## src/rtl/fifo_rd_stream_pkg.sv

```systemverilog
// Shared constants for the FIFO read-to-stream adapter.
package fifo_rd_stream_pkg;
    localparam int RD_STREAM_BUF_DEPTH = 2;
    localparam int RD_STREAM_SUM_W     = 3;
endpackage

```

## src/rtl/reg_fifo2.sv

```systemverilog
// Two-entry register FIFO; head entry is presented on data, count is 0..2.
module reg_fifo2
    import fifo_rd_stream_pkg::*;
#(
    parameter int DW = 8
) (
    input  logic          clk,
    input  logic          rst,
    input  logic          flush,
    input  logic          push,
    input  logic [DW-1:0] push_data,
    input  logic          pop,
    output logic [DW-1:0] data,
    output logic [1:0]    count
);

    logic [DW-1:0] tail;

    always_ff @(posedge clk) begin
        if (rst || flush) begin
            count <= 2'd0;
        end else begin
            case ({push, pop})
                2'b10:   count <= count + 2'd1;
                2'b01:   count <= count - 2'd1;
                default: count <= count;
            endcase
        end
    end

    // Storage carries no reset; count alone decides what is meaningful.
    always_ff @(posedge clk) begin
        if (pop) begin
            data <= (push && count == 2'd1) ? push_data : tail;
            if (push)
                tail <= push_data;
        end else if (push) begin
            if (count == 2'd0)
                data <= push_data;
            else
                tail <= push_data;
        end
    end

endmodule

```

## src/rtl/fifo_rd_stream.sv

```systemverilog
// Turns a 1-cycle-latency synchronous FIFO read port into a valid/ready stream
// at full rate, using a 2-entry skid buffer sized for the read latency.
module fifo_rd_stream
    import fifo_rd_stream_pkg::*;
#(
    parameter int DW = 8
) (
    input  logic          clk,
    input  logic          rst,
    output logic          fifo_rd_en,
    input  logic [DW-1:0] fifo_dout,
    input  logic          fifo_empty,
    input  logic          flush,
    output logic          m_valid,
    input  logic          m_ready,
    output logic [DW-1:0] m_data,
    output logic [1:0]    m_count
);

    logic                       inflight;
    logic                       pop;
    logic                       capture;
    logic [RD_STREAM_SUM_W-1:0] occ;

    assign m_valid = (m_count != 2'd0);
    assign pop     = m_valid && m_ready;
    assign capture = inflight && !flush && !rst;

    // Occupancy after this cycle's pop; 3 bits so count+inflight cannot wrap.
    assign occ = RD_STREAM_SUM_W'(m_count) + RD_STREAM_SUM_W'(inflight)
               - RD_STREAM_SUM_W'(pop);

    assign fifo_rd_en = !fifo_empty && !flush && !rst
                      && (occ < RD_STREAM_SUM_W'(RD_STREAM_BUF_DEPTH));

    always_ff @(posedge clk) begin
        if (rst)
            inflight <= 1'b0;
        else
            inflight <= fifo_rd_en;
    end

    reg_fifo2 #(.DW(DW)) u_buf (
        .clk       (clk),
        .rst       (rst),
        .flush     (flush),
        .push      (capture),
        .push_data (fifo_dout),
        .pop       (pop),
        .data      (m_data),
        .count     (m_count)
    );

    a_no_overflow: assert property (@(posedge clk) disable iff (rst)
        !(capture && m_count == 2'd2 && !pop));

endmodule

```

## config.mk

```make
export PLATFORM = sky130hd
export DESIGN_NAME = fifo_rd_stream
export DESIGN_NICKNAME = d
export VERILOG_FILES = /design/src/rtl/fifo_rd_stream_pkg.sv /design/src/rtl/reg_fifo2.sv /design/src/rtl/fifo_rd_stream.sv
export SDC_FILE = /design/constraint.sdc
export NUM_CORES = 1
export LEC_CHECK = 0
export ABC_CLOCK_PERIOD_IN_PS = 4480
export CAP_MARGIN = 30
export CORE_ASPECT_RATIO = 1.25
export CORE_MARGIN = 4
export CORE_UTILIZATION = 48
export CTS_BUF_LIST = sky130_fd_sc_hd__clkbuf_16
export DETAILED_ROUTE_END_ITERATION = 7
export PLACE_DENSITY = 0.81
export RECOVER_POWER = 25
export SETUP_SLACK_MARGIN = 0.15
export SYNTH_ARGS = -nofsm -noshare
export SYNTH_HDL_FRONTEND = slang
export SYNTH_SLANG_ARGS = --single-unit
```

## constraint.sdc

```tcl
create_clock -name clk -period 4.48 [get_ports clk]
set_clock_uncertainty 0.1 [all_clocks]
set_input_delay 0.896 -clock clk [delete_from_list [all_inputs] [get_ports clk]]
set_output_delay 0.896 -clock clk [all_outputs]
set_load 0.1 [all_outputs]
```

==> impl_summary.txt, run 1 <==
----------------------------------------------------
[Clock tree]
  Total setup buffers inserted after CTS ... 0
  Clk sinks ... 19
  Number of buffers created by CTS ... 3
  # hold bufs at CTS ... 0
  Insertion delay of the later-clocked pin in the worst-skew pair ... approximately 240 ps
  Clock tree from TritonCTS ... done
  Clock tree root buffer cell ... sky130_fd_sc_hd__clkbuf_16
  Maximum clock insertion buffer count ... 2
  H-Tree Depth ... 1
  Cells resized by post-CTS repair ... 0
  Clock-pin slew on the worst setup and hold paths ... about 50 ps

[Yosys]
  Ys Warns ... 0
  Top post-synthesis cells by count ... 16 x sky130_fd_sc_hd__edfxtp_1, 8 x sky130_fd_sc_hd__mux2_2, 4 x sky130_fd_sc_hd__ha_1, 4 x sky130_fd_sc_hd__inv_1, 3 x sky130_fd_sc_hd__dfxtp_1
  Number of enable flip-flop cells after synthesis ... 16
  Register bit total from synthesis ... 19
  Cells taking the most area after synthesis ... sky130_fd_sc_hd__edfxtp_1 57%, sky130_fd_sc_hd__mux2_2 11%, sky130_fd_sc_hd__dfxtp_1 7.2%
  Post-synthesis instance area ... roughly 840 µm²
  Count of mapped cells out of synthesis ... between 50 and 60
  Sequential area share after synthesis ... between 60 and 70%
  Leading register cell type out of synthesis ... sky130_fd_sc_hd__edfxtp_1
  Number of distinct library cells after synthesis ... 18
  Portion of synthesized cell area occupied by the leading cell type ... between 50% and 60%
  Proportion of register bits with asynchronous set or reset after synthesis ... 0%
  Top-count cell post-synth ... sky130_fd_sc_hd__edfxtp_1
  Syn nets ... roughly 70
  Cell type with the highest aggregate area in the netlist ... sky130_fd_sc_hd__edfxtp_1
  Syn Area/Cell ... about 16 µm²

[Floorplanning]
  Effective utilization at floorplan ... about half
  Number of ports placed on the die boundary ... 25
  Standard cell core area ... 0.00162 mm²
  Width of the die ... 45.4 µm
  Vert. Die Dim ... roughly 55 µm
  Die Footprint ... around 0.0025 mm²
  Number of placement rows ... 16

[Power and ir drop]
  Cell leakage power ... 0.442 nW
  Maximum vdd drop ... around 0.00023 V
  Post-layout power ... about 0.42 mW
  Power per standard cell area ... 348 mW/mm²

[Drt]
  Via count ... about 510
  DR WL/cell ... roughly 15 µm
  Total Routed Length ... ~1500 µm
  Pre-antenna DRT Iters ... 1
  Via density per instance ... 5.18
  Residual DRC count ... 0
  Residual antenna-violating net count after detailed routing ... 0
  Number of design-rule violations left by the first detailed-router iteration ... 0

[Worst setup path]
  CP Data Required Time ... roughly 3500 ps
  Crit-path slowest cell ... sky130_fd_sc_hd__clkdlybuf4s50_1
  Crit path max fanout ... 3
  Max incr delay on CP ... about 520 ps
  Cell chain of the critical path ... clkdlybuf4s50_1, nand2b_4, inv_1, ha_1, nand2b_1, fa_1, xnor2_1, and4b_2, buf_12
  Critical Path AT ... between 2000 and 3000 ps
  Critical Path Sink Type ... output port
  Startpoint-to-endpoint class of the critical path ... in2out
  Type of element launching the critical path ... input pin

[Finish]
  Synth-to-Final Area Change ... 42.3%
  Filler cells ... 118
  Post-layout net count ... 99
  Proportion of layout cells with a drive suffix above 1 ... 20.0%
  Non-filler cells, final ... between 90 and 100
  Post-Route Utilization ... 73.7%
  Area taken by multi-input logic gates ... ~280 µm²
  Diodes inserted ... 0
  Reg area ... 542 µm²

[Outcome]
  Outcome ... complete, no violations

[Global routing]
  Sum of overflow across all layers after global routing ... 0
  Global-route total usage across every layer ... approximately 14%
  Number of antenna violations at the first check in global routing ... 0
  Pin count of the biggest net entering global routing ... 11
  Global-route wire length before repair ... ~2300 µm
  Vias in the first global route ... 511

[Place]
  Port Buf Inserts ... 24
  Final weighted congestion in routability-driven placement ... around 0.66
  Cell count after placement ... 94
  Half-perimeter wire length after placement ... 1110 µm

[Timing]
  Setup Viol. Count Final ... 0
  Setup repair after global routing missed its margin ... false
  Final Hold Fails ... 0
  Final Critical Period ... roughly 4000 ps
  Max-slew violation total from the final report ... 0
  Fin crit share ... 88.9%
  Slew of the pin with the lowest slew margin ... about 980 ps
  Maximum achievable frequency ... 251 MHz
  Final setup TNS ... 0 ps
  Tightest slew margin relative to the limit ... around a third

[Min path]
  Worst min path class ... reg2reg

[Flow run]
  Max Cap Violations ... 0

----------------------------------------------------
==> power by group <==
| part | total, mW | switching, mW | internal [mW] |
|---|---|---|---|
| clock | 0.173 | 0.0550 | 0.118 |
| combinational | 0.0466 | 0.0275 | 0.0190 |
| sequential | 0.196 | 0.00143 | 0.195 |
==> critical path: cells and delay by family <==
family	cells	cell delay, ps
adder cells (fa/ha/maj)	2	630
AND/OR/NAND/NOR	3	530
buffers and inverters	3	780
XOR/XNOR	1	160
==> worst paths after layout <==
check | from | endpoint | slack, ps | cells past startpoint
worst min-delay path | u_buf.tail[5]$_DFFE_PP_ | u_buf.data[5]$_DFFE_PP_ | 450 | 1
worst max-delay path | m_ready | fifo_rd_en | 500 | 9
worst min register to register | u_buf.tail[5]$_DFFE_PP_ | u_buf.data[5]$_DFFE_PP_ | 450 | 1
worst max register to register | u_buf.count[0]$_SDFFE_PP0P_ | inflight$_SDFF_PP0_ | 2190 | 9
==> cell type report <==
cell class,instances,area share [%]
clock inverter,1,0.314
tap,18,1.88
sequential,19,45.3
timing repair buffer,25,21.3
clock buffer,3,6.28
inverter,4,1.26
multi-input combinational,28,23.7
==> state kept, by name (all words and copies together) (netlist names) <==
name and flops:
u_buf.data 8, u_buf.tail 8, u_buf.count 2, inflight 1
==> logic make-up after synthesis <==
family,Yosys count,synth area share [%]
fa+ha+maj,5,8.35
mux,8,10.7
buf+inv,4,1.79
simple gates,9,7.45
xor+xnor,3,3.13
compound gates,3,4.17
flops,19,64.4
==> routing by layer <==
layer  vias to the layer above  track usage, %  routed length (µm)
li1                        252               -                   -
met1                       231            15.1                 568
met2                        21            24.2                 751
met3                         4            3.62                 115
met4                         0            7.32                  38
met5                         -               0                   0
==> through the flow <==
step           hold slack [ps]  setup slack [ps]  area [µm²]
3_3_place_gp               429               587        1120
5_1_grt                    460               407        1190
3_5_place_dp               439               550        1120
2_1_floorplan              423               397         842
6_report                   447               498        1190
4_1_cts                    451               483        1200
==> placed cells by master (no fill, tap or decap) <==
cell                              count
sky130_fd_sc_hd__o21ai_0              1
sky130_fd_sc_hd__and4b_1              1
sky130_fd_sc_hd__and4b_2              1
sky130_fd_sc_hd__dfxtp_2              1
sky130_fd_sc_hd__xnor2_1              1
sky130_fd_sc_hd__nor2_1               3
sky130_fd_sc_hd__fa_1                 1
sky130_fd_sc_hd__clkbuf_1             1
sky130_fd_sc_hd__inv_1                5
sky130_fd_sc_hd__a2111oi_0            1
sky130_fd_sc_hd__nor3_1               1
sky130_fd_sc_hd__dlygate4sd3_1        9
sky130_fd_sc_hd__buf_12               1
sky130_fd_sc_hd__edfxtp_1            16
sky130_fd_sc_hd__nand2_1              1
sky130_fd_sc_hd__dfxtp_1              2
sky130_fd_sc_hd__mux2_2               8
sky130_fd_sc_hd__xor2_1               2
sky130_fd_sc_hd__nand2b_1             1
sky130_fd_sc_hd__nand2b_4             1
sky130_fd_sc_hd__a31oi_4              1
sky130_fd_sc_hd__clkdlybuf4s50_1     14
sky130_fd_sc_hd__ha_1                 4
sky130_fd_sc_hd__clkbuf_16            3
Note: power is estimated with default switching activity, not from simulation.
==> run 2: changes to the inputs <==
--- a/config.mk
+++ b/config.mk
@@ -8,7 +8,7 @@
 export ABC_CLOCK_PERIOD_IN_PS = 4480
 export CAP_MARGIN = 30
 export CORE_ASPECT_RATIO = 1.25
-export CORE_MARGIN = 4
+export CORE_MARGIN = 2
 export CORE_UTILIZATION = 48
 export CTS_BUF_LIST = sky130_fd_sc_hd__clkbuf_16
 export DETAILED_ROUTE_END_ITERATION = 7
==> impl_summary.txt, run 2 (same netlist as run 1, synthesis figures left out) <==
----------------------------------------------------
[Outcome]
  Outcome ... complete, no violations

[Worst setup path]
  Cell chain of the critical path ... clkdlybuf4s50_1, nand2b_4, inv_1, ha_1, nand2b_1, fa_1, xnor2_1, and4b_2, buf_12
  CP Data Required Time ... approximately 3500 ps
  Cell class contributing the biggest share of worst-path delay ... buffers and inverters
  Max incr delay on CP ... approximately 500 ps
  Startpoint-to-endpoint class of the critical path ... in2out
  Type of element launching the critical path ... input pin
  Critical path buffer and inverter count ... 3
  Startpoint of the worst setup timing path ... m_ready
  Crit path max fanout ... 3
  Critical Path AT ... roughly 3000 ps
  Critical Path Sink Type ... output port
  Startpoint of the lowest-slack register-to-register path ... u_buf.count[0]$_SDFFE_PP0P_
  Crit-path slowest cell ... sky130_fd_sc_hd__clkdlybuf4s50_1

[Timing]
  Maximum achievable frequency ... between 200 and 300 MHz
  Slew of the pin with the lowest slew margin ... between 900 and 1000 ps
  Final Critical Period ... 3950 ps
  Setup Viol. Count Final ... 0
  Setup repair after global routing missed its margin ... false
  Max-slew violation total from the final report ... 0
  Fin crit share ... 88.1%
  Final setup TNS ... 0 ps
  Final Hold Fails ... 0
  Tightest slew margin relative to the limit ... a little over a third

[Power and ir drop]
  Power per standard cell area ... between 300 and 400 mW/mm²
  Internal power ... between 0.3 and 0.4 mW
  Reg power frac ... 47.0%
  Cell leakage power ... 0.442 nW
  Maximum vdd drop ... 0.000360 V
  Switching pwr ... roughly 0.085 mW
  Part of the total power dissipated in the clock network ... a little over two fifths
  Logic gate share of total power ... 11.2%
  Switching power as a share of total power ... 20.3%

[Clock tree]
  Clock-pin slew on the worst setup and hold paths ... around 50 ps
  Insertion delay of the later-clocked pin in the worst-skew pair ... ~240 ps
  # hold bufs at CTS ... 0
  Maximum clock insertion buffer count ... 2
  Total setup buffers inserted after CTS ... 0
  Clock tree from TritonCTS ... done
  Number of buffers created by CTS ... 3
  H-Tree Depth ... 1
  Clk sinks ... 19
  Cells resized by post-CTS repair ... 0
  Clock tree root buffer cell ... sky130_fd_sc_hd__clkbuf_16

[Min path]
  Worst min path class ... reg2reg
  Startpoint of the most critical hold path ... u_buf.tail[0]$_DFFE_PP_

[Global routing]
  Global-route wire length before repair ... 2380 µm
  Number of antenna violations at the first check in global routing ... 0
  Pin count of the biggest net entering global routing ... 11
  Vias in the first global route ... about 560
  Global-route total usage across every layer ... between 10% and 20%
  Sum of overflow across all layers after global routing ... 0

[Place]
  Cell count after placement ... 94
  Port Buf Inserts ... 24
  Half-perimeter wire length after placement ... between 1000 and 1500 µm
  Total cell area at the placement stage ... roughly 0.0011 mm²
  Final weighted congestion in routability-driven placement ... 0.653

[Drt]
  Via count ... between 500 and 600
  Pre-antenna DRT Iters ... 3
  Via density per instance ... 5.36
  Total Routed Length ... about 1400 µm
  Residual DRC count ... 0
  Number of design-rule violations left by the first detailed-router iteration ... 7
  DR WL/cell ... about 14 µm
  Residual antenna-violating net count after detailed routing ... 0

[Floorplanning]
  Standard cell core area ... 0.00160 mm²
  Vert. Die Dim ... ~51 µm
  Effective utilization at floorplan ... 52.4%
  Width of the die ... around 41 µm
  Die Footprint ... about 0.0021 mm²
  Number of ports placed on the die boundary ... 25
  Number of placement rows ... 16

[Finish]
  Synth-to-Final Area Change ... 42.3%
  Proportion of layout cells with a drive suffix above 1 ... 20.0%
  Post-layout net count ... 99
  Filler cells ... 112
  Non-filler cells, final ... between 90 and 100
  Final standard cell area without fillers ... approximately 0.0012 mm²
  Most common cell after layout, fill and taps aside ... sky130_fd_sc_hd__edfxtp_1
  Top library cells by usage in the layout, fill and taps aside ... 16 x sky130_fd_sc_hd__edfxtp_1, 14 x sky130_fd_sc_hd__clkdlybuf4s50_1, 9 x sky130_fd_sc_hd__dlygate4sd3_1, 8 x sky130_fd_sc_hd__mux2_2, 5 x sky130_fd_sc_hd__inv_1
  Reg area ... approximately 540 µm²
  Area taken by multi-input logic gates ... 283 µm²
  Largest regs ... u_buf.data: 8 flops, u_buf.tail: 8 flops, u_buf.count: 2 flops
  Post-Route Utilization ... between 70% and 80%
  Diodes inserted ... 0

[Flow run]
  Max Cap Violations ... 0

----------------------------------------------------
run 2: cell counts in the layout (fill, tap and decap cells not counted):
Identical to the previous run, type by type.
run 2: power by group through the flow:
stage	Combinational (mW)	Sequential [mW]	Clock, mW
2_1_floorplan	0.0158	0.212	0
3_3_place_gp	0.0477	0.199	0
3_5_place_dp	0.0487	0.200	0
4_1_cts	0.0491	0.196	0.176
5_1_grt	0.0491	0.196	0.185
6_report	0.0465	0.196	0.174
run 2: cell type report:
| cell class | count | share of cell area (%) |
|---|---|---|
| well taps | 18 | 1.88 |
| repair buffers | 25 | 21.3 |
| multi-input cells | 28 | 23.7 |
| clock inverters | 1 | 0.314 |
| flip-flops and latches | 19 | 45.3 |
| inverters | 4 | 1.26 |
| clock buffers | 3 | 6.28 |
run 2: final timing paths:
path | to | slack (ps) | cells after the start
max | fifo_rd_en | 530 | 9
min | u_buf.data[0]$_DFFE_PP_ | 450 | 1
min reg2reg | u_buf.data[0]$_DFFE_PP_ | 450 | 1
max reg2reg | inflight$_SDFF_PP0_ | 2230 | 9
run 2: worst register-to-register path: cells and delay by family (launching register included):
kind | cells | cell delay (ps)
and+or+nand+nor | 3 | 510
DFF | 1 | 380
buffers and inverters | 2 | 180
adders and majority gates | 3 | 830
xor gates and xnor gates | 1 | 140
run 2: routing by layer:
metal	share of wire, %	GRT usage [%]	vias up
met5	0	0	-
met4	0.72	8.06	0
met3	3.9	1.80	2
met2	56	27.1	18
met1	39	17.5	256
li1	-	-	249
run 2: metrics by stage:
stage          worst slack (ps)  hold slack [ps]  power [mW]
2_1_floorplan               397              423       0.228
3_3_place_gp                566              429       0.247
3_5_place_dp                539              440       0.248
4_1_cts                     517              450       0.421
5_1_grt                     402              464       0.430
6_report                    532              448       0.416
==> run 3: changes to the inputs <==
--- a/config.mk
+++ b/config.mk
@@ -8,13 +8,13 @@
 export ABC_CLOCK_PERIOD_IN_PS = 4480
 export CAP_MARGIN = 30
 export CORE_ASPECT_RATIO = 1.25
-export CORE_MARGIN = 2
 export CORE_UTILIZATION = 48
 export CTS_BUF_LIST = sky130_fd_sc_hd__clkbuf_16
 export DETAILED_ROUTE_END_ITERATION = 7
 export PLACE_DENSITY = 0.81
 export RECOVER_POWER = 25
 export SETUP_SLACK_MARGIN = 0.15
+export SLEW_MARGIN = 25
 export SYNTH_ARGS = -nofsm -noshare
 export SYNTH_HDL_FRONTEND = slang
 export SYNTH_SLANG_ARGS = --single-unit
==> impl_summary.txt, run 3 (same netlist as run 1, synthesis figures left out) <==
----------------------------------------------------
[Finish]
  Top library cells by usage in the layout, fill and taps aside ... 16 x sky130_fd_sc_hd__edfxtp_1, 14 x sky130_fd_sc_hd__clkdlybuf4s50_1, 9 x sky130_fd_sc_hd__dlygate4sd3_1, 8 x sky130_fd_sc_hd__mux2_2
  Final standard cell area without fillers ... around 0.0012 mm²
  Post-Route Utilization ... ~75%
  Most common cell after layout, fill and taps aside ... sky130_fd_sc_hd__edfxtp_1
  Area taken by multi-input logic gates ... 283 µm²
  Largest regs ... u_buf.data: 8 flops, u_buf.tail: 8 flops, u_buf.count: 2 flops
  Synth-to-Final Area Change ... 42.5%
  Diodes inserted ... 0
  Proportion of layout cells with a drive suffix above 1 ... 21.3%
  Reg area ... 542 µm²
  Filler cells ... ~120
  Post-layout net count ... 99

[Clock tree]
  Insertion delay of the later-clocked pin in the worst-skew pair ... roughly 250 ps
  # hold bufs at CTS ... 0
  Clock tree root buffer cell ... sky130_fd_sc_hd__clkbuf_16
  Number of buffers created by CTS ... 3
  Maximum clock insertion buffer count ... 2
  Total setup buffers inserted after CTS ... 0
  H-Tree Depth ... 1
  Clock-pin slew on the worst setup and hold paths ... around 50 ps
  Clock tree from TritonCTS ... done
  Cells resized by post-CTS repair ... 0
  Clk sinks ... 19

[Drt]
  Top sig layer ... met4
  Wire length on met3 ... 74 µm
  Number of design-rule violations left by the first detailed-router iteration ... 8
  Pre-antenna DRT Iters ... 4
  Met2 wire length ... ~740 µm
  Sum of routed wire segments on met1 ... a little over 600 µm
  Via density per instance ... 5.31
  Residual antenna-violating net count after detailed routing ... 0
  Via count ... 520
  Residual DRC count ... 0
  DR WL/cell ... around 15 µm
  Total Routed Length ... 1440 µm

[Worst setup path]
  Critical Path AT ... 2960 ps
  Critical Path Sink Type ... output port
  Type of element launching the critical path ... input pin
  Startpoint-to-endpoint class of the critical path ... in2out
  CP Data Required Time ... around 3500 ps
  Crit path max fanout ... 3
  R2R setup slack ... ~2200 ps

[Power and ir drop]
  Post-layout power ... 0.422 mW
  Reg power frac ... between 40% and 50%
  Switching pwr ... about 0.089 mW
  Internal power ... around 0.33 mW
  Logic gate share of total power ... roughly 11%
  Switching power as a share of total power ... 21.1%
  Power per standard cell area ... around 350 mW/mm²
  Cell leakage power ... between 0.4 and 0.5 nW
  Part of the total power dissipated in the clock network ... 42.5%
  Maximum vdd drop ... 0.000254 V

[Timing]
  Setup repair after global routing missed its margin ... false
  Final setup TNS ... 0 ps
  Final Critical Period ... between 3000 and 4000 ps
  Fin crit share ... 88.4%
  Max-slew violation total from the final report ... 0
  Final Hold Fails ... 0
  Slew of the pin with the lowest slew margin ... 970 ps
  Tightest slew margin relative to the limit ... about a third
  Setup Viol. Count Final ... 0
  Maximum achievable frequency ... around 250 MHz
  Min Hold Slack ... roughly 450 ps

[Place]
  Half-perimeter wire length after placement ... about 1100 µm
  Total cell area at the placement stage ... ~0.0011 mm²
  Port Buf Inserts ... 24
  Final weighted congestion in routability-driven placement ... 0.684

[Floorplanning]
  Standard cell core area ... 0.00160 mm²
  Width of the die ... about 40 µm
  Die Footprint ... slightly below 0.002 mm²
  Number of placement rows ... 16
  Number of ports placed on the die boundary ... 25
  Effective utilization at floorplan ... between 50% and 60%
  Vert. Die Dim ... 48.8 µm

[Global routing]
  Pin count of the biggest net entering global routing ... 12
  Global-route total usage across every layer ... about 18%
  Number of antenna violations at the first check in global routing ... 0
  Global-route wire length before repair ... 2350 µm
  Sum of overflow across all layers after global routing ... 0
  Vias in the first global route ... ~570

[Min path]
  Worst min path class ... reg2reg

[Flow run]
  Max Cap Violations ... 0

[Outcome]
  Outcome ... complete, no violations

----------------------------------------------------
[run 3: changes by cell type in the layout (fill, tap and decap cells not counted), sizes merged]
cell,previous run,this run
clkinv,0,1
inv,5,4
[run 3: worst paths after layout]
check	start	end	depth (start not counted)
setup / recovery	m_ready	fifo_rd_en	9
hold / removal	u_buf.tail[4]$_DFFE_PP_	u_buf.data[4]$_DFFE_PP_	1
setup reg to reg	u_buf.count[0]$_SDFFE_PP0P_	inflight$_SDFF_PP0_	9
hold reg to reg	u_buf.tail[4]$_DFFE_PP_	u_buf.data[4]$_DFFE_PP_	1
[run 3: power by group through the flow]
stage / Sequential [mW] / Combinational, mW / Clock [mW]
detailed placement: 0.199 / 0.0489 / 0
CTS: 0.196 / 0.0492 / 0.183
global placement: 0.199 / 0.0478 / 0
global route: 0.196 / 0.0496 / 0.188
floorplan: 0.212 / 0.0158 / 0
finish: 0.196 / 0.0467 / 0.179
[run 3: layer usage]
layer  up-vias  global-route usage (%)
li1        248                       -
met1       246                    23.5
met2        24                    27.9
met3         2                    4.13
met4         0                    8.62
met5         -                       0
[run 3: critical path: stages]
cell                              delay [ps]
sky130_fd_sc_hd__clkdlybuf4s50_1         510
sky130_fd_sc_hd__nand2b_4                 80
sky130_fd_sc_hd__inv_1                    80
sky130_fd_sc_hd__ha_1                    220
sky130_fd_sc_hd__nand2b_1                150
sky130_fd_sc_hd__fa_1                    380
sky130_fd_sc_hd__xnor2_1                 180
sky130_fd_sc_hd__and4b_2                 290
sky130_fd_sc_hd__buf_12                  180
[run 3: stage by stage]
stage | instances | setup WS (ps)
CTS | 98 | 513
floorplan | 51 | 397
global placement | 94 | 572
global route | 98 | 414
finish | 98 | 521
detailed placement | 94 | 512
[run 3: layout make-up]
type	instances	area share, %
flip-flops and latches	19	45.3
multi-input cells	28	23.6
repair buffers	25	21.2
clock buffers	3	6.28
well taps	18	1.88
inverters	4	1.26
clock inverters	1	0.418
